==> src/rtl/bridge_rr_arbiter_pkg.sv <==
// Shared types and default widths for the N->M packing bridge and its
// round-robin front-end arbiter.
package bridge_pkg;

  typedef enum logic [1:0] {
    ARB  = 2'd0,
    LOCK = 2'd1
  } arb_state_t;

  localparam int BRIDGE_N = 8;
  localparam int BRIDGE_M = 32;

  // Number of N-bit beats that make up one M-bit bridge word.
  function automatic int beats(input int n, input int m);
    return m / n;
  endfunction

endpackage

==> src/rtl/bridge_rr_arbiter_if.sv <==
// Handshake and data bundle between the requesters, the arbiter and the bridge.
// The arbiter uses the master view; the surrounding environment uses the slave view.
interface bridge_rr_arbiter_if
  import bridge_pkg::*;
#(
  parameter int NUM_REQ = 4,
  parameter int N       = BRIDGE_N,
  parameter int IDW     = $clog2(NUM_REQ)
);

  logic [NUM_REQ-1:0]   req_en_i;
  logic [NUM_REQ-1:0]   req_vld_i;
  logic [NUM_REQ*N-1:0] req_din;
  logic [NUM_REQ-1:0]   req_rdy_o;
  logic                 vld_o;
  logic [N-1:0]         dout;
  logic                 rdy_i;
  logic [IDW-1:0]       gnt_id_o;
  logic                 busy_o;

  modport master (
    input  req_en_i,
    input  req_vld_i,
    input  req_din,
    input  rdy_i,
    output req_rdy_o,
    output vld_o,
    output dout,
    output gnt_id_o,
    output busy_o
  );

  modport slave (
    output req_en_i,
    output req_vld_i,
    output req_din,
    output rdy_i,
    input  req_rdy_o,
    input  vld_o,
    input  dout,
    input  gnt_id_o,
    input  busy_o
  );

endinterface

==> src/rtl/bridge_rr_arbiter_rr_pick.sv <==
// Combinational round-robin picker: first set request at or after ptr,
// wrapping modulo NUM_REQ.
module rr_pick #(
  parameter int NUM_REQ = 4,
  parameter int IDW     = $clog2(NUM_REQ)
) (
  input  logic [NUM_REQ-1:0] req,
  input  logic [IDW-1:0]     ptr,
  output logic [IDW-1:0]     winner,
  output logic               any
);

  logic [2*NUM_REQ-1:0] dbl;
  logic [NUM_REQ-1:0]   rot;
  logic [IDW-1:0]       off;
  logic [IDW:0]         sum;

  // Rotating a doubled copy puts ptr at bit 0, so a plain lowest-bit
  // priority encode yields the offset from ptr; the wrap compare keeps
  // non-power-of-two NUM_REQ correct.
  always_comb begin
    dbl = {req, req} >> ptr;
    rot = dbl[NUM_REQ-1:0];
    any = |req;
    off = '0;
    for (int i = NUM_REQ - 1; i >= 0; i--) begin
      if (rot[i]) off = IDW'(i);
    end
    sum = {1'b0, ptr} + {1'b0, off};
    if (sum > (IDW+1)'(NUM_REQ - 1)) sum = sum - (IDW+1)'(NUM_REQ);
    winner = sum[IDW-1:0];
  end

endmodule

==> src/rtl/bridge_rr_arbiter.sv <==
// Round-robin arbiter in front of the N->M packing bridge; a grant is held
// for exactly BEATS accepted beats so each packed word has a single source.
module bridge_rr_arbiter
  import bridge_pkg::*;
#(
  parameter int NUM_REQ = 4,
  parameter int N       = BRIDGE_N,
  parameter int M       = BRIDGE_M,
  parameter int BEATS   = beats(N, M),
  parameter int IDW     = $clog2(NUM_REQ)
) (
  input logic                clk,
  input logic                rst,
  bridge_rr_arbiter_if.master bus
);

  localparam int CW = $clog2(BEATS + 1);

  arb_state_t           state_q, state_d;
  logic [IDW-1:0]       ptr_q, ptr_d;
  logic [IDW-1:0]       gnt_id_q, gnt_id_d;
  logic [CW-1:0]        beat_cnt_q, beat_cnt_d;

  logic [NUM_REQ-1:0]   cand;
  logic [IDW-1:0]       pick_id;
  logic                 pick_any;
  logic                 sel_vld;
  logic [N-1:0]         sel_din;
  logic                 accept;

  assign cand = bus.req_vld_i & bus.req_en_i;

  rr_pick #(
    .NUM_REQ (NUM_REQ),
    .IDW     (IDW)
  ) u_pick (
    .req    (cand),
    .ptr    (ptr_q),
    .winner (pick_id),
    .any    (pick_any)
  );

  always_comb begin
    sel_vld = 1'b0;
    sel_din = '0;
    for (int k = 0; k < NUM_REQ; k++) begin
      if (gnt_id_q == IDW'(k)) begin
        sel_vld = bus.req_vld_i[k];
        sel_din = bus.req_din[k*N +: N];
      end
    end
  end

  // Next-state and outputs; in LOCK the granted source passes straight
  // through, and a stalled source simply holds the grant.
  always_comb begin
    state_d       = state_q;
    ptr_d         = ptr_q;
    gnt_id_d      = gnt_id_q;
    beat_cnt_d    = beat_cnt_q;
    accept        = 1'b0;
    bus.vld_o     = 1'b0;
    bus.dout      = '0;
    bus.req_rdy_o = '0;
    case (state_q)
      ARB: begin
        if (pick_any) begin
          gnt_id_d   = pick_id;
          beat_cnt_d = '0;
          state_d    = LOCK;
        end
      end
      LOCK: begin
        bus.vld_o = sel_vld;
        bus.dout  = sel_din;
        for (int k = 0; k < NUM_REQ; k++) begin
          if (gnt_id_q == IDW'(k)) bus.req_rdy_o[k] = bus.rdy_i;
        end
        accept = sel_vld & bus.rdy_i;
        if (accept) begin
          if (beat_cnt_q == CW'(BEATS - 1)) begin
            beat_cnt_d = '0;
            ptr_d      = (gnt_id_q == IDW'(NUM_REQ - 1)) ? '0 : gnt_id_q + 1'b1;
            state_d    = ARB;
          end else begin
            beat_cnt_d = beat_cnt_q + 1'b1;
          end
        end
      end
      default: state_d = ARB;
    endcase
  end

  always_ff @(posedge clk) begin
    if (rst) begin
      state_q    <= ARB;
      ptr_q      <= '0;
      gnt_id_q   <= '0;
      beat_cnt_q <= '0;
    end else begin
      state_q    <= state_d;
      ptr_q      <= ptr_d;
      gnt_id_q   <= gnt_id_d;
      beat_cnt_q <= beat_cnt_d;
    end
  end

  assign bus.gnt_id_o = gnt_id_q;
  assign bus.busy_o   = (state_q == LOCK);

  a_rdy_onehot0 : assert property (@(posedge clk) disable iff (rst)
    $onehot0(bus.req_rdy_o));
  a_vld_in_lock : assert property (@(posedge clk) disable iff (rst)
    bus.vld_o |-> (state_q == LOCK));
  a_cnt_range : assert property (@(posedge clk) disable iff (rst)
    beat_cnt_q < CW'(BEATS));

endmodule

==> src/flat_wrapper.sv <==
// flat-port wrapper written by rule: the top's interface ports become plain ports
module bridge_rr_arbiter_flat import bridge_pkg::*;
#(
  parameter int NUM_REQ = 4,
  parameter int N       = BRIDGE_N,
  parameter int M       = BRIDGE_M,
  parameter int BEATS   = beats(N, M),
  parameter int IDW     = $clog2(NUM_REQ)
)
  (clk, rst, bus_req_en_i, bus_req_vld_i, bus_req_din, bus_rdy_i, bus_req_rdy_o, bus_vld_o, bus_dout, bus_gnt_id_o, bus_busy_o);
  bridge_rr_arbiter_if #(.NUM_REQ(NUM_REQ), .N(N), .IDW(IDW)) bus_i ();
  input logic clk;
  input logic rst;
  input wire logic [$bits(bus_i.req_en_i)-1:0] bus_req_en_i;
  input wire logic [$bits(bus_i.req_vld_i)-1:0] bus_req_vld_i;
  input wire logic [$bits(bus_i.req_din)-1:0] bus_req_din;
  input wire logic [$bits(bus_i.rdy_i)-1:0] bus_rdy_i;
  output wire logic [$bits(bus_i.req_rdy_o)-1:0] bus_req_rdy_o;
  output wire logic [$bits(bus_i.vld_o)-1:0] bus_vld_o;
  output wire logic [$bits(bus_i.dout)-1:0] bus_dout;
  output wire logic [$bits(bus_i.gnt_id_o)-1:0] bus_gnt_id_o;
  output wire logic [$bits(bus_i.busy_o)-1:0] bus_busy_o;
  assign bus_i.req_en_i = bus_req_en_i;
  assign bus_i.req_vld_i = bus_req_vld_i;
  assign bus_i.req_din = bus_req_din;
  assign bus_i.rdy_i = bus_rdy_i;
  assign bus_req_rdy_o = bus_i.req_rdy_o;
  assign bus_vld_o = bus_i.vld_o;
  assign bus_dout = bus_i.dout;
  assign bus_gnt_id_o = bus_i.gnt_id_o;
  assign bus_busy_o = bus_i.busy_o;
  bridge_rr_arbiter #(.NUM_REQ(NUM_REQ), .N(N), .M(M), .BEATS(BEATS), .IDW(IDW)) u_core (.clk(clk), .rst(rst), .bus(bus_i));
endmodule
==> config.mk <==
export PLATFORM = sky130hd
export DESIGN_NAME = bridge_rr_arbiter_flat
export DESIGN_NICKNAME = d
export VERILOG_FILES = /design/src/rtl/bridge_rr_arbiter_pkg.sv /design/src/rtl/bridge_rr_arbiter_if.sv /design/src/rtl/bridge_rr_arbiter_rr_pick.sv /design/src/rtl/bridge_rr_arbiter.sv /design/src/flat_wrapper.sv
export SDC_FILE = /design/constraint.sdc
export NUM_CORES = 1
export LEC_CHECK = 0
export ABC_AREA = 1
export CAP_MARGIN = 10
export CELL_PAD_IN_SITES_DETAIL_PLACEMENT = 1
export CELL_PAD_IN_SITES_GLOBAL_PLACEMENT = 1
export CORE_MARGIN = 5
export CORE_UTILIZATION = 20
export CTS_CLUSTER_SIZE = 10
export DETAILED_ROUTE_END_ITERATION = 10
export PLACE_DENSITY_LB_ADDON = 0.08
export SLEW_MARGIN = 10
export SYNTH_ARGS = -nofsm -noshare
export SYNTH_HDL_FRONTEND = slang
export SYNTH_SLANG_ARGS = --single-unit
==> constraint.sdc <==
create_clock -name clk -period 1.66 [get_ports clk]
set_input_delay 0.415 -clock clk [delete_from_list [all_inputs] [get_ports clk]]
set_output_delay 0.415 -clock clk [all_outputs]
set_load 0.005 [all_outputs]
Word level (Yosys, flattened, before mapping) --
Index checks and enable logic that the tools add are counted.
Operators by class: add/sub/neg operators 4, multiply operators 0, divide/modulo/power cells 0, $lt $le $gt $ge 1, equal/unequal tests 8, shifts and indexed selects 1, mux-type cells 29, bitwise operators 2, reductions and logical operators 8
Operator list (count):
- $mux W8 | 5
- $mux W2 | 9
- $mux W1 | 9
- $mux W3 | 3
- $reduce_and A3 Y1 | 3
- $shr A8 B2 Y4 | 1
- $ne A2 B1 Y1 const B | 3
- $pmux W3 S2 | 1
- $and A4 B4 Y4 | 1
- $eq A2 B1 Y1 const B | 2
- $eq A2 B2 Y1 const B | 2
- $logic_not A2 Y1 | 2
- $mux W4 | 1
- $pmux W2 S2 | 1
- $reduce_or A4 Y1 | 1
- $add A2 B2 Y3 | 1
- $add A3 B1 Y3 const B | 1
- $eq A3 B2 Y1 const B | 1
- $gt A3 B2 Y1 const B | 1
- $add A2 B1 Y2 const B | 1
- $reduce_and A2 Y1 | 1
- $reduce_bool A2 Y1 | 1
- $sub A2 B1 Y2 const B | 1
- $and A1 B1 Y1 | 1
Storage, ports and cells: register bits after elaboration 9, bits in latches 0, bits in writable memories 0, memory bits (read-only) 0, output and inout bits 16, word-level logic and storage cells 57, memories kept 0

Logic depth before layout (Yosys ltp) --
Gate-level depths: netlist of run 1.
depth after elaboration 9, mapped depth 13, mapped depth without buffers 13

Modules after synthesis --
From an unflattened synthesis of run 1, not the netlist that was laid out.
Second synthesis, totals: cells, all modules 168, area, all modules 1023.5 µm²
By module, submodules not included:
- bridge_rr_arbiter | instances 1, cells each 133, area each 855.8 µm²
- rr_pick | instances 1, cells each 35, area each 167.7 µm²

Worst setup path before layout of run 1 --
OpenSTA, ideal clock, no wires.
path type register to output, start register u_core.gnt_id_q[0], in the netlist u_core.bus.gnt_id_o[0], end output port bus_dout[0], data arrival time 1299 ps, path slack -54 ps, cell stages (with the launch flop) 7, buffers on the path 1, path through dfxtp_1 -> inv_1 -> ha_1 -> inv_2 -> clkbuf_1 -> o21ai_0 -> a21oi_1
Between the ends: longest elaborated chain between the ends 6, elaborated cells between the ends (all ways) 9
RTL lines:
- from (decl) | RTL line bridge_rr_arbiter.sv:21 | logic [IDW-1:0] gnt_id_q, gnt_id_d;
- from (signal assigned) | RTL line bridge_rr_arbiter.sv:103 | gnt_id_q <= gnt_id_d;
- $logic_not A2 Y1 | RTL line bridge_rr_arbiter.sv:47 | if (gnt_id_q == IDW'(k)) begin
- $mux W8 (3 in series) | RTL line bridge_rr_arbiter.sv:47
- $mux W8 * | RTL line bridge_rr_arbiter.sv:47
- $mux W8 * | RTL line bridge_rr_arbiter.sv:65 | case (state_q)
- to (decl) | RTL line flat_wrapper.sv:20 | output wire logic [$bits(bus_i.dout)-1:0] bus_dout;
Mark *: on every way between the ends. The rest lies on a longest branch, timed or not.

Worst setup path in the final report of run 1 --
start register u_core.gnt_id_q[0], in the netlist u_core.bus.gnt_id_o[0], end output port bus_dout[7]
Same word-level chain as after synthesis.

==> impl_metrics.prom, run 1 <==
# TYPE chip_impl_metric gauge
chip_impl_metric{name="placement_rows",unit=""} 24
chip_impl_metric{name="vias",unit=""} 1471
chip_impl_metric{name="netlist_area",unit="sq um"} 915
chip_impl_info{name="unrepaired_setup_endpoints_after_global_routing",value="yes"} 1
chip_impl_metric{name="cts_hold_buffers",unit=""} 0
chip_impl_metric{name="drv.max_cap_violation_count",unit=""} 0
chip_impl_metric{name="die-area",unit="sq um"} 6030
chip_impl_info{name="worstHoldPathType",value="register to register"} 1
chip_impl_metric{name="drive_gt1_share",unit="%"} 55.9
chip_impl_metric{name="post_synthesis_sequential_area_ratio",unit="%"} 17.5
chip_impl_metric{name="netlist_instances",unit=""} 156
chip_impl_metric{name="detailedRoute.firstPassIterationCount",unit=""} 4
chip_impl_metric{name="placed_area",unit="sq um"} 1760
chip_impl_metric{name="detailedPlace.worstSlack",unit="ns"} -0.686
chip_impl_metric{name="reg2reg_depth",unit=""} 14
chip_impl_metric{name="max_slew_violation_total_from_the_final_report",unit=""} 0
chip_impl_metric{name="number_of_drc_violations_after_detailed_routing",unit=""} 0
chip_impl_metric{name="yosysUniqueCellTypes",unit=""} 22
chip_impl_metric{name="overall_die_width",unit="um"} 77.6
chip_impl_info{name="nature_of_the_critical_path_startpoint",value="register"} 1
chip_impl_metric{name="slew-limit-headroom",unit="%"} 77.8
chip_impl_metric{name="peakVddDrop",unit="mV"} 0.525
chip_impl_metric{name="setup-violations-final",unit=""} 19
chip_impl_metric{name="final_hold_vios",unit=""} 0
chip_impl_info{name="endpoint_kind",value="primary output"} 1
chip_impl_metric{name="initial_core_util",unit="%"} 20.9
chip_impl_metric{name="die_height",unit="um"} 77.6
chip_impl_metric{name="layout-area-overhead-vs-synth",unit="%"} 148
chip_impl_metric{name="max-clock-path-buffers",unit=""} 2
chip_impl_metric{name="finish.instance_area",unit="sq um"} 2270
chip_impl_metric{name="pin_count_of_the_biggest_net_entering_global_routing",unit=""} 15
chip_impl_metric{name="worst_ep_required_time",unit="ns"} 1.24
chip_impl_metric{name="antenna_cells",unit=""} 0
chip_impl_metric{name="detail_route.iter0.violations",unit=""} 52
chip_impl_metric{name="clock-sinks",unit=""} 8
chip_impl_metric{name="power.density",unit="nW/um^2"} 553
chip_impl_metric{name="post_route_insts_no_fill",unit=""} 315
chip_impl_metric{name="achievable-frequency",unit="GHz"} 0.483
chip_impl_metric{name="r2r_slack",unit="ns"} -0.20
chip_impl_metric{name="routabilityCongestion",unit=""} 0.758
chip_impl_metric{name="final_antenna_net_count",unit=""} 0
chip_impl_metric{name="finished_core_util",unit="%"} 51.7
chip_impl_info{name="tritoncts_clock_tree",value="done"} 1
chip_impl_metric{name="place.port_buffers",unit=""} 58
chip_impl_metric{name="worst-path-max-fanout",unit=""} 4
chip_impl_metric{name="antenna_found_initial",unit=""} 0
chip_impl_metric{name="final.min_clock_period",unit="ns"} 2.07
chip_impl_metric{name="insertion_delay",unit="ns"} 0.23
chip_impl_metric{name="design.core.area",unit="sq um"} 4380
chip_impl_metric{name="max_slew.worst_pin.slew",unit="ns"} 0.330
chip_impl_metric{name="mean_number_of_vias_per_cell",unit=""} 4.67
chip_impl_info{name="clockRootBuffer",value="sky130_fd_sc_hd__clkbuf_8"} 1
chip_impl_metric{name="arrival",unit="ns"} 1.66
chip_impl_metric{name="finalClockSkew",unit="ns"} 0.00565
chip_impl_metric{name="wl_per_cell",unit="um"} 15.9
chip_impl_info{name="worst_path_class_setup",value="register to primary output"} 1
chip_impl_info{name="violations_in_the_final_reports",value="setup timing"} 1
chip_impl_metric{name="grt_first_pass_wirelength",unit="um"} 8060
chip_impl_metric{name="cells_after_dpl",unit=""} 288
chip_impl_metric{name="cellLeakagePower",unit="nW"} 1.02
chip_impl_metric{name="yosys_warnings",unit=""} 0
chip_impl_metric{name="layout_worst_path_cycle_share",unit="%"} 125
chip_impl_metric{name="finalWirelength",unit="um"} 5000
chip_impl_metric{name="via_count_of_the_first_global_routing_pass",unit=""} 1686
chip_impl_metric{name="io_pins",unit=""} 59
chip_impl_info{name="crit_end",value="bus_dout[7]"} 1
chip_impl_metric{name="fin_ws",unit="ns"} -0.411
chip_impl_metric{name="ctsHtreeMaxLevel",unit=""} 1
chip_impl_info{name="r2r-end",value="u_core.beat_cnt_q[0]"} 1
chip_impl_metric{name="avgSynthCellArea",unit="sq um"} 5.86
chip_impl_metric{name="ys_seq_elements",unit=""} 8
chip_impl_metric{name="cts.reportedPaths.clkPinSlew",unit="ns"} 0.04
chip_impl_metric{name="fin_worst_hold_slack",unit="ns"} 0.458
chip_impl_metric{name="detailedPlacementHpwl",unit="um"} 3530
chip_impl_info{name="rr_startpoint",value="u_core.bus.gnt_id_o[0]"} 1
chip_impl_info{name="outcome",value="complete, but fails checks"} 1
chip_impl_metric{name="overflow",unit=""} 0
chip_impl_metric{name="cts-buffers-inserted",unit=""} 3
chip_impl_metric{name="layout.filler_cells",unit=""} 542
chip_impl_metric{name="postSynthNetCount",unit=""} 205
chip_impl_metric{name="grtUsageTotal",unit="%"} 15.9
chip_impl_metric{name="final_nets",unit=""} 314
chip_impl_info{name="timing.critical_path.from",value="u_core.bus.gnt_id_o[0]"} 1
[cell families after synthesis]
group,share of synthesized area [%]
AOI/OAI and AO/OA,28.6
xor gates and xnor gates,0.958
DFF,17.5
and+or+nand+nor,36.9
buffers and inverters,7.80
adders and majority gates,8.21
[worst max-delay path, stage by stage, from the launching register on]
cell and delay, ns:
sky130_fd_sc_hd__dfxtp_4 0.35, sky130_fd_sc_hd__buf_6 0.11, sky130_fd_sc_hd__ha_4 0.17, sky130_fd_sc_hd__nor2_4 0.18, sky130_fd_sc_hd__buf_4 0.14, sky130_fd_sc_hd__a22oi_2 0.04, sky130_fd_sc_hd__nand2_1 0.08, sky130_fd_sc_hd__o21ai_2 0.07
sky130_fd_sc_hd__a21oi_2 0.15, sky130_fd_sc_hd__buf_2 0.13
[placed cells by master, fill, tap and decap left out, types with 4 or more instances in the layout]
cell	synthesis	final
sky130_fd_sc_hd__nand3_1	9	4
sky130_fd_sc_hd__buf_6	1	9
sky130_fd_sc_hd__inv_1	11	7
sky130_fd_sc_hd__o21ai_0	19	11
sky130_fd_sc_hd__o21ai_2	0	7
sky130_fd_sc_hd__nor2_1	16	13
sky130_fd_sc_hd__buf_2	0	15
sky130_fd_sc_hd__nand3_2	0	5
sky130_fd_sc_hd__nand2_2	3	20
sky130_fd_sc_hd__buf_4	0	37
sky130_fd_sc_hd__ha_4	0	4
sky130_fd_sc_hd__a22oi_2	0	8
sky130_fd_sc_hd__nand2_1	44	22
sky130_fd_sc_hd__a21oi_1	16	11
sky130_fd_sc_hd__clkdlybuf4s50_1	0	34
sky130_fd_sc_hd__a21oi_2	1	6
sky130_fd_sc_hd__nand2_4	0	5
[metrics by stage]
step | total power [mW] | setup TNS, ns
finish | 1.25 | -4.64
global placement | 0.774 | -8.66
floorplan | 0.461 | 0
global route | 1.34 | -6.24
detailed placement | 0.794 | -9.51
CTS | 1.19 | -3.70
[registers in the layout, indices dropped and copies added (netlist names)]
signal               count
u_core.bus.gnt_id_o      2
u_core.ptr_q             2
u_core.beat_cnt_q        3
u_core.state_q           1
[what timing repair did]
| item | in CTS | in global routing |
|---|---|---|
| cloned | 2 | 0 |
| pin swaps | 31 | 26 |
| endpoints found under the hold margin | 0 | 0 |
| setup endpoints to repair | 22 | 22 |
| buffers inserted | 16 | 7 |
| gates resized for setup | 145 | 45 |
[worst min path at each step]
stage	startpoint	end	slack, ns	cells past startpoint
final	u_core.beat_cnt_q[2]	u_core.beat_cnt_q[2]	0.46	2
after global routing	u_core.beat_cnt_q[2]	u_core.beat_cnt_q[2]	0.49	2
after CTS	u_core.beat_cnt_q[2]	u_core.beat_cnt_q[2]	0.46	2
after detailed placement	u_core.beat_cnt_q[2]	u_core.beat_cnt_q[2]	0.45	2
after global placement	u_core.beat_cnt_q[2]	u_core.beat_cnt_q[2]	0.45	2
after floorplan	u_core.beat_cnt_q[2]	u_core.beat_cnt_q[2]	0.43	2
[area by class of cell]
class | count | area [sq um] | area share, %
clock buffer | 3 | 41.3 | 1.82
inverter | 13 | 66.3 | 2.93
multi-input combinational | 131 | 962 | 42.5
sequential | 8 | 174 | 7.68
tap | 52 | 65.1 | 2.87
timing repair buffer | 108 | 957 | 42.2
[where the power goes]
group / leakage (nW) / internal, mW / switching [mW]
Sequential: 0.0684 / 0.206 / 0.0126
Clock: 0.0216 / 0.157 / 0.0731
Combinational: 0.929 / 0.438 / 0.367
Total: 1.02 / 0.801 / 0.453
[synthesized netlist by cell type]
cell / number / share of area, %
sky130_fd_sc_hd__nor2_1: 16 / 6.6
sky130_fd_sc_hd__clkbuf_1: 3 / 1.2
sky130_fd_sc_hd__a21oi_1: 16 / 8.8
sky130_fd_sc_hd__nor2_4: 1 / 1.2
sky130_fd_sc_hd__nand3_1: 9 / 4.9
sky130_fd_sc_hd__a22oi_1: 8 / 6.6
sky130_fd_sc_hd__xnor2_1: 1 / 0.96
sky130_fd_sc_hd__nand3_4: 1 / 1.9
sky130_fd_sc_hd__o21ai_0: 19 / 10
sky130_fd_sc_hd__nand2_1: 44 / 18
sky130_fd_sc_hd__a21oi_2: 1 / 0.96
sky130_fd_sc_hd__ha_1: 6 / 8.2
sky130_fd_sc_hd__inv_1: 11 / 4.5
sky130_fd_sc_hd__a31oi_1: 1 / 0.68
sky130_fd_sc_hd__inv_2: 2 / 0.82
sky130_fd_sc_hd__nor3_1: 1 / 0.55
sky130_fd_sc_hd__nand3b_1: 2 / 1.6
sky130_fd_sc_hd__o22ai_1: 1 / 0.68
sky130_fd_sc_hd__buf_6: 1 / 1.2
sky130_fd_sc_hd__o21ai_1: 1 / 0.55
sky130_fd_sc_hd__nand2_2: 3 / 2.1
sky130_fd_sc_hd__dfxtp_1: 8 / 18
[layer usage]
layer / track usage, % / up-vias / share of wire (%)
met2: 29.1 / 26 / 54
met3: 2.89 / 2 / 3.7
met4: 1.55 / 0 / 0.24
met5: 0 / - / 0
li1: - / 747 / -
met1: 19.7 / 696 / 42
No activity file was read; power rests on OpenSTA's default activity.
==> run 2, diff against run 1 <==
Settings changed: ABC_AREA 1 to default, CORE_UTILIZATION 20 to 22.
==> run 2 against run 1 <==
  * The run still ends with setup timing left
  * Count of clock-buffer cells in the layout is the same
  * First-iteration DRC count shrank 75%
  * Sequential cell count is the same
  * Sequential power shrank 2%
  * Clock skew shrank 0.0047 ns
  * Combinational power shrank 10%
  * Global-route usage grew 0.86 points
  * Critical path depth grew 1
  * Die area shrank 0.87%
==> impl_metrics.prom, run 2 <==
# TYPE chip_impl_metric gauge
chip_impl_info{name="worstHoldPathType",value="register to register"} 1
chip_impl_metric{name="layout.filler_cells",unit=""} 520
chip_impl_metric{name="placed_area",unit="sq um"} 1860
chip_impl_metric{name="drive_gt1_share",unit="%"} 52.0
chip_impl_metric{name="power.density",unit="nW/um^2"} 509
chip_impl_metric{name="cts.reportedPaths.clkPinSlew",unit="ns"} 0.04
chip_impl_metric{name="drv.max_cap_violation_count",unit=""} 0
chip_impl_metric{name="max-clock-path-buffers",unit=""} 2
chip_impl_metric{name="hold-path-cell-count",unit=""} 2
chip_impl_metric{name="layout_worst_path_cycle_share",unit="%"} 127
chip_impl_metric{name="multi_input_comb_area",unit="sq um"} 1040
chip_impl_metric{name="max_slew.worst_pin.slew",unit="ns"} 0.358
chip_impl_metric{name="initial_core_util",unit="%"} 22.7
chip_impl_metric{name="insertion_delay",unit="ns"} 0.23
chip_impl_metric{name="final_nets",unit=""} 299
chip_impl_metric{name="worst-path-max-fanout",unit=""} 4
chip_impl_metric{name="detailedRoute.firstPassIterationCount",unit=""} 4
chip_impl_metric{name="avgSynthCellArea",unit="sq um"} 6.73
chip_impl_metric{name="setup-violations-final",unit=""} 20
chip_impl_metric{name="post_synthesis_sequential_area_ratio",unit="%"} 16.1
chip_impl_metric{name="wirelength_met1",unit="um"} 2150
chip_impl_metric{name="wl_per_cell",unit="um"} 17.5
chip_impl_info{name="layout_common_cells",value="sky130_fd_sc_hd__clkdlybuf4s50_1, sky130_fd_sc_hd__buf_4, sky130_fd_sc_hd__nand2_1"} 1
chip_impl_metric{name="postSynthNetCount",unit=""} 197
chip_impl_info{name="violations_in_the_final_reports",value="setup timing"} 1
chip_impl_metric{name="number_of_drc_violations_after_detailed_routing",unit=""} 0
chip_impl_info{name="worst_path_most_repeated_cell",value="sky130_fd_sc_hd__buf_6"} 1
chip_impl_info{name="worst_path_class_setup",value="register to primary output"} 1
chip_impl_metric{name="post_route_insts_no_fill",unit=""} 300
chip_impl_metric{name="clock-sinks",unit=""} 8
chip_impl_metric{name="max_slew_violation_total_from_the_final_report",unit=""} 0
chip_impl_metric{name="via_count_of_the_first_global_routing_pass",unit=""} 1584
chip_impl_metric{name="finalClockSkew",unit="ns"} 0.000944
chip_impl_metric{name="die_height",unit="um"} 77.3
chip_impl_metric{name="yosysUniqueCellTypes",unit=""} 37
chip_impl_info{name="timing.critical_path.max_delay_family",value="buffers and inverters"} 1
chip_impl_metric{name="cellLeakagePower",unit="nW"} 0.976
chip_impl_metric{name="yosys_warnings",unit=""} 0
chip_impl_metric{name="achievable-frequency",unit="GHz"} 0.475
chip_impl_info{name="outcome",value="complete, but fails checks"} 1
chip_impl_metric{name="grtUsageTotal",unit="%"} 16.7
chip_impl_info{name="rr_startpoint",value="u_core.bus.gnt_id_o[1]"} 1
chip_impl_metric{name="detail_route.iter0.violations",unit=""} 13
chip_impl_metric{name="io_pins",unit=""} 59
chip_impl_metric{name="detailedPlacementHpwl",unit="um"} 3700
chip_impl_metric{name="fin_ws",unit="ns"} -0.447
chip_impl_metric{name="critical-path-max-stage-delay",unit="ns"} 0.36
chip_impl_metric{name="synth-edff-count",unit=""} 0
chip_impl_metric{name="mean_number_of_vias_per_cell",unit=""} 5.04
chip_impl_metric{name="final.min_clock_period",unit="ns"} 2.11
chip_impl_metric{name="grt_first_pass_wirelength",unit="um"} 8090
chip_impl_info{name="unrepaired_setup_endpoints_after_global_routing",value="yes"} 1
chip_impl_metric{name="pin_count_of_the_biggest_net_entering_global_routing",unit=""} 18
chip_impl_metric{name="slew-limit-headroom",unit="%"} 76.1
chip_impl_metric{name="yosysTopAreaCellShare",unit="%"} 16.1
chip_impl_metric{name="crit_buf_inv",unit=""} 4
chip_impl_info{name="r2r-end",value="u_core.beat_cnt_q[2]"} 1
chip_impl_info{name="nature_of_the_critical_path_startpoint",value="register"} 1
chip_impl_info{name="synthDominantAreaCellType",value="sky130_fd_sc_hd__dfxtp_1"} 1
chip_impl_metric{name="met3_wl",unit="um"} 257
chip_impl_metric{name="final_antenna_net_count",unit=""} 0
chip_impl_metric{name="arrival",unit="ns"} 1.69
chip_impl_metric{name="routabilityCongestion",unit=""} 0.815
chip_impl_metric{name="r2r_slack",unit="ns"} -0.31
chip_impl_info{name="timing.critical_path.slowest_stage_cell",value="sky130_fd_sc_hd__dfxtp_2"} 1
chip_impl_metric{name="peakVddDrop",unit="mV"} 0.467
chip_impl_info{name="min-delay-start",value="u_core.beat_cnt_q[1]"} 1
chip_impl_metric{name="largest_reg_flops",unit=""} 3
chip_impl_metric{name="netlist_area",unit="sq um"} 996
chip_impl_metric{name="antenna_cells",unit=""} 0
chip_impl_metric{name="finish.instance_area",unit="sq um"} 2320
chip_impl_info{name="synthMostInstantiatedCell",value="sky130_fd_sc_hd__nand2_1"} 1
chip_impl_info{name="registers.top_by_ff_count",value="u_core.beat_cnt_q"} 1
chip_impl_info{name="whs_endpoint",value="u_core.beat_cnt_q[1]"} 1
chip_impl_info{name="synth-main-ff-cell",value="sky130_fd_sc_hd__dfxtp_1"} 1
chip_impl_metric{name="ff_latch_area",unit="sq um"} 168
chip_impl_metric{name="dr_wl_met2",unit="um"} 2730
chip_impl_info{name="synth_cell_count_leaders",value="sky130_fd_sc_hd__nand2_1, sky130_fd_sc_hd__a21oi_1, sky130_fd_sc_hd__nand3b_1, sky130_fd_sc_hd__and2_1, sky130_fd_sc_hd__dfxtp_1"} 1
chip_impl_info{name="clockRootBuffer",value="sky130_fd_sc_hd__clkbuf_8"} 1
chip_impl_metric{name="layout-area-overhead-vs-synth",unit="%"} 133
chip_impl_metric{name="overflow",unit=""} 0
chip_impl_metric{name="cts_hold_buffers",unit=""} 0
chip_impl_metric{name="placement_rows",unit=""} 24
chip_impl_info{name="layout_commonest_cell",value="sky130_fd_sc_hd__clkdlybuf4s50_1"} 1
chip_impl_metric{name="die-area",unit="sq um"} 5970
chip_impl_metric{name="ctsHtreeMaxLevel",unit=""} 1
chip_impl_metric{name="vias",unit=""} 1512
chip_impl_info{name="path_cells",value="inv_4, buf_6, ha_4, buf_6, nand3b_1, a21oi_4, a21oi_2, o21ai_1, and2_1, buf_2"} 1
chip_impl_metric{name="antenna_found_initial",unit=""} 0
chip_impl_metric{name="cells_after_dpl",unit=""} 281
chip_impl_metric{name="place.port_buffers",unit=""} 58
chip_impl_info{name="tritoncts_clock_tree",value="done"} 1
chip_impl_info{name="post_synth_main_area_contributors",value="sky130_fd_sc_hd__dfxtp_1, sky130_fd_sc_hd__a21oi_1, sky130_fd_sc_hd__nand2_1"} 1
chip_impl_info{name="top_signal_layer_used",value="met4"} 1
chip_impl_metric{name="ys_async_sr_fraction",unit="%"} 0
chip_impl_metric{name="overall_die_width",unit="um"} 77.3
chip_impl_metric{name="design.core.area",unit="sq um"} 4380
chip_impl_metric{name="final_hold_vios",unit=""} 0
chip_impl_metric{name="reg2reg_depth",unit=""} 10
chip_impl_metric{name="cts-buffers-inserted",unit=""} 3
chip_impl_info{name="endpoint_kind",value="primary output"} 1
chip_impl_metric{name="finalWirelength",unit="um"} 5240
chip_impl_metric{name="worst_ep_required_time",unit="ns"} 1.24
chip_impl_metric{name="ys_seq_elements",unit=""} 8
chip_impl_metric{name="netlist_instances",unit=""} 148
run 2: changes by cell type after synthesis, moves of 7 or more:
cell	delta
sky130_fd_sc_hd__nor2_1	-9
sky130_fd_sc_hd__o21ai_0	-13
sky130_fd_sc_hd__a22oi_1	-7
sky130_fd_sc_hd__nand2_1	-19
sky130_fd_sc_hd__nand3b_1	+7
sky130_fd_sc_hd__nand3_1	-7
sky130_fd_sc_hd__and2_1	+8
run 2: worst max path at each step:
stage	slack [ns]	start	endpoint	cells past startpoint
floorplan	-0.21	bus_req_vld_i[3]	u_core.bus.gnt_id_o[1]	7
global placement	-0.79	bus_req_vld_i[2]	u_core.bus.gnt_id_o[1]	8
detailed placement	-0.82	bus_req_vld_i[0]	u_core.bus.gnt_id_o[1]	8
CTS	-0.44	u_core.bus.gnt_id_o[1]	bus_dout[1]	10
global route	-0.52	u_core.bus.gnt_id_o[1]	bus_dout[5]	10
finish	-0.45	u_core.bus.gnt_id_o[1]	bus_dout[0]	10
run 2: through the flow:
stage | setup slack [ns] | hold WS [ns] | util (%) | total power [mW] | setup TNS (ns)
after CTS | -0.440 | 0.471 | 48.6 | 1.12 | -5.59
after global placement | -0.786 | 0.462 | 42.4 | 0.730 | -10.92
after floorplan | -0.214 | 0.447 | - | 0.431 | -0.332
after global routing | -0.521 | 0.495 | 53.0 | 1.26 | -7.60
final | -0.447 | 0.477 | 53.0 | 1.18 | -5.98
after detailed placement | -0.825 | 0.466 | 42.4 | 0.747 | -11.40
run 2: layer usage:
layer  track usage, %  vias up
met1             18.2      720
li1                 -      736
met3             3.40        9
met4             5.84        0
met5                0        -
met2             31.4       47
run 2: kinds of logic after synthesis:
group | count (synthesis) | synth area share (%)
and+or+nand+nor | 69 | 37.1
AOI/OAI and AO/OA | 47 | 30.7
buffers and inverters | 16 | 6.78
DFF | 8 | 16.1
adders and majority gates | 6 | 7.54
xor gates and xnor gates | 1 | 0.880
muxes | 1 | 1.01
run 2: area by class of cell:
type	instances	share of cell area, %
clock buffers	3	1.78
inverters	6	1.29
multi-input cells	124	44.7
flip-flops and latches	8	7.22
well taps	52	2.80
repair buffers	107	42.2
run 2: repair_timing:
item | 4_1_cts | 5_1_grt
gates resized for setup | 139 | 33
pin swaps | 40 | 27
buffers inserted | 5 | 10
gates cloned | 2 | 0
setup endpoints to repair | 22 | 24
run 2: report_power, final:
group	switching (mW)	leakage [nW]	total, mW	internal [mW]
registers	0.0115	0.0669	0.214	0.202
clock network	0.0847	0.0216	0.242	0.158
logic	0.312	0.887	0.725	0.413
run 2: tightest hold or removal path: cells and delay by family, from the launching register on:
kind               cells  cell delay (ns)
DFF                    1             0.31
AOI/OAI and AO/OA      1             0.06
and+or+nand+nor        1             0.06
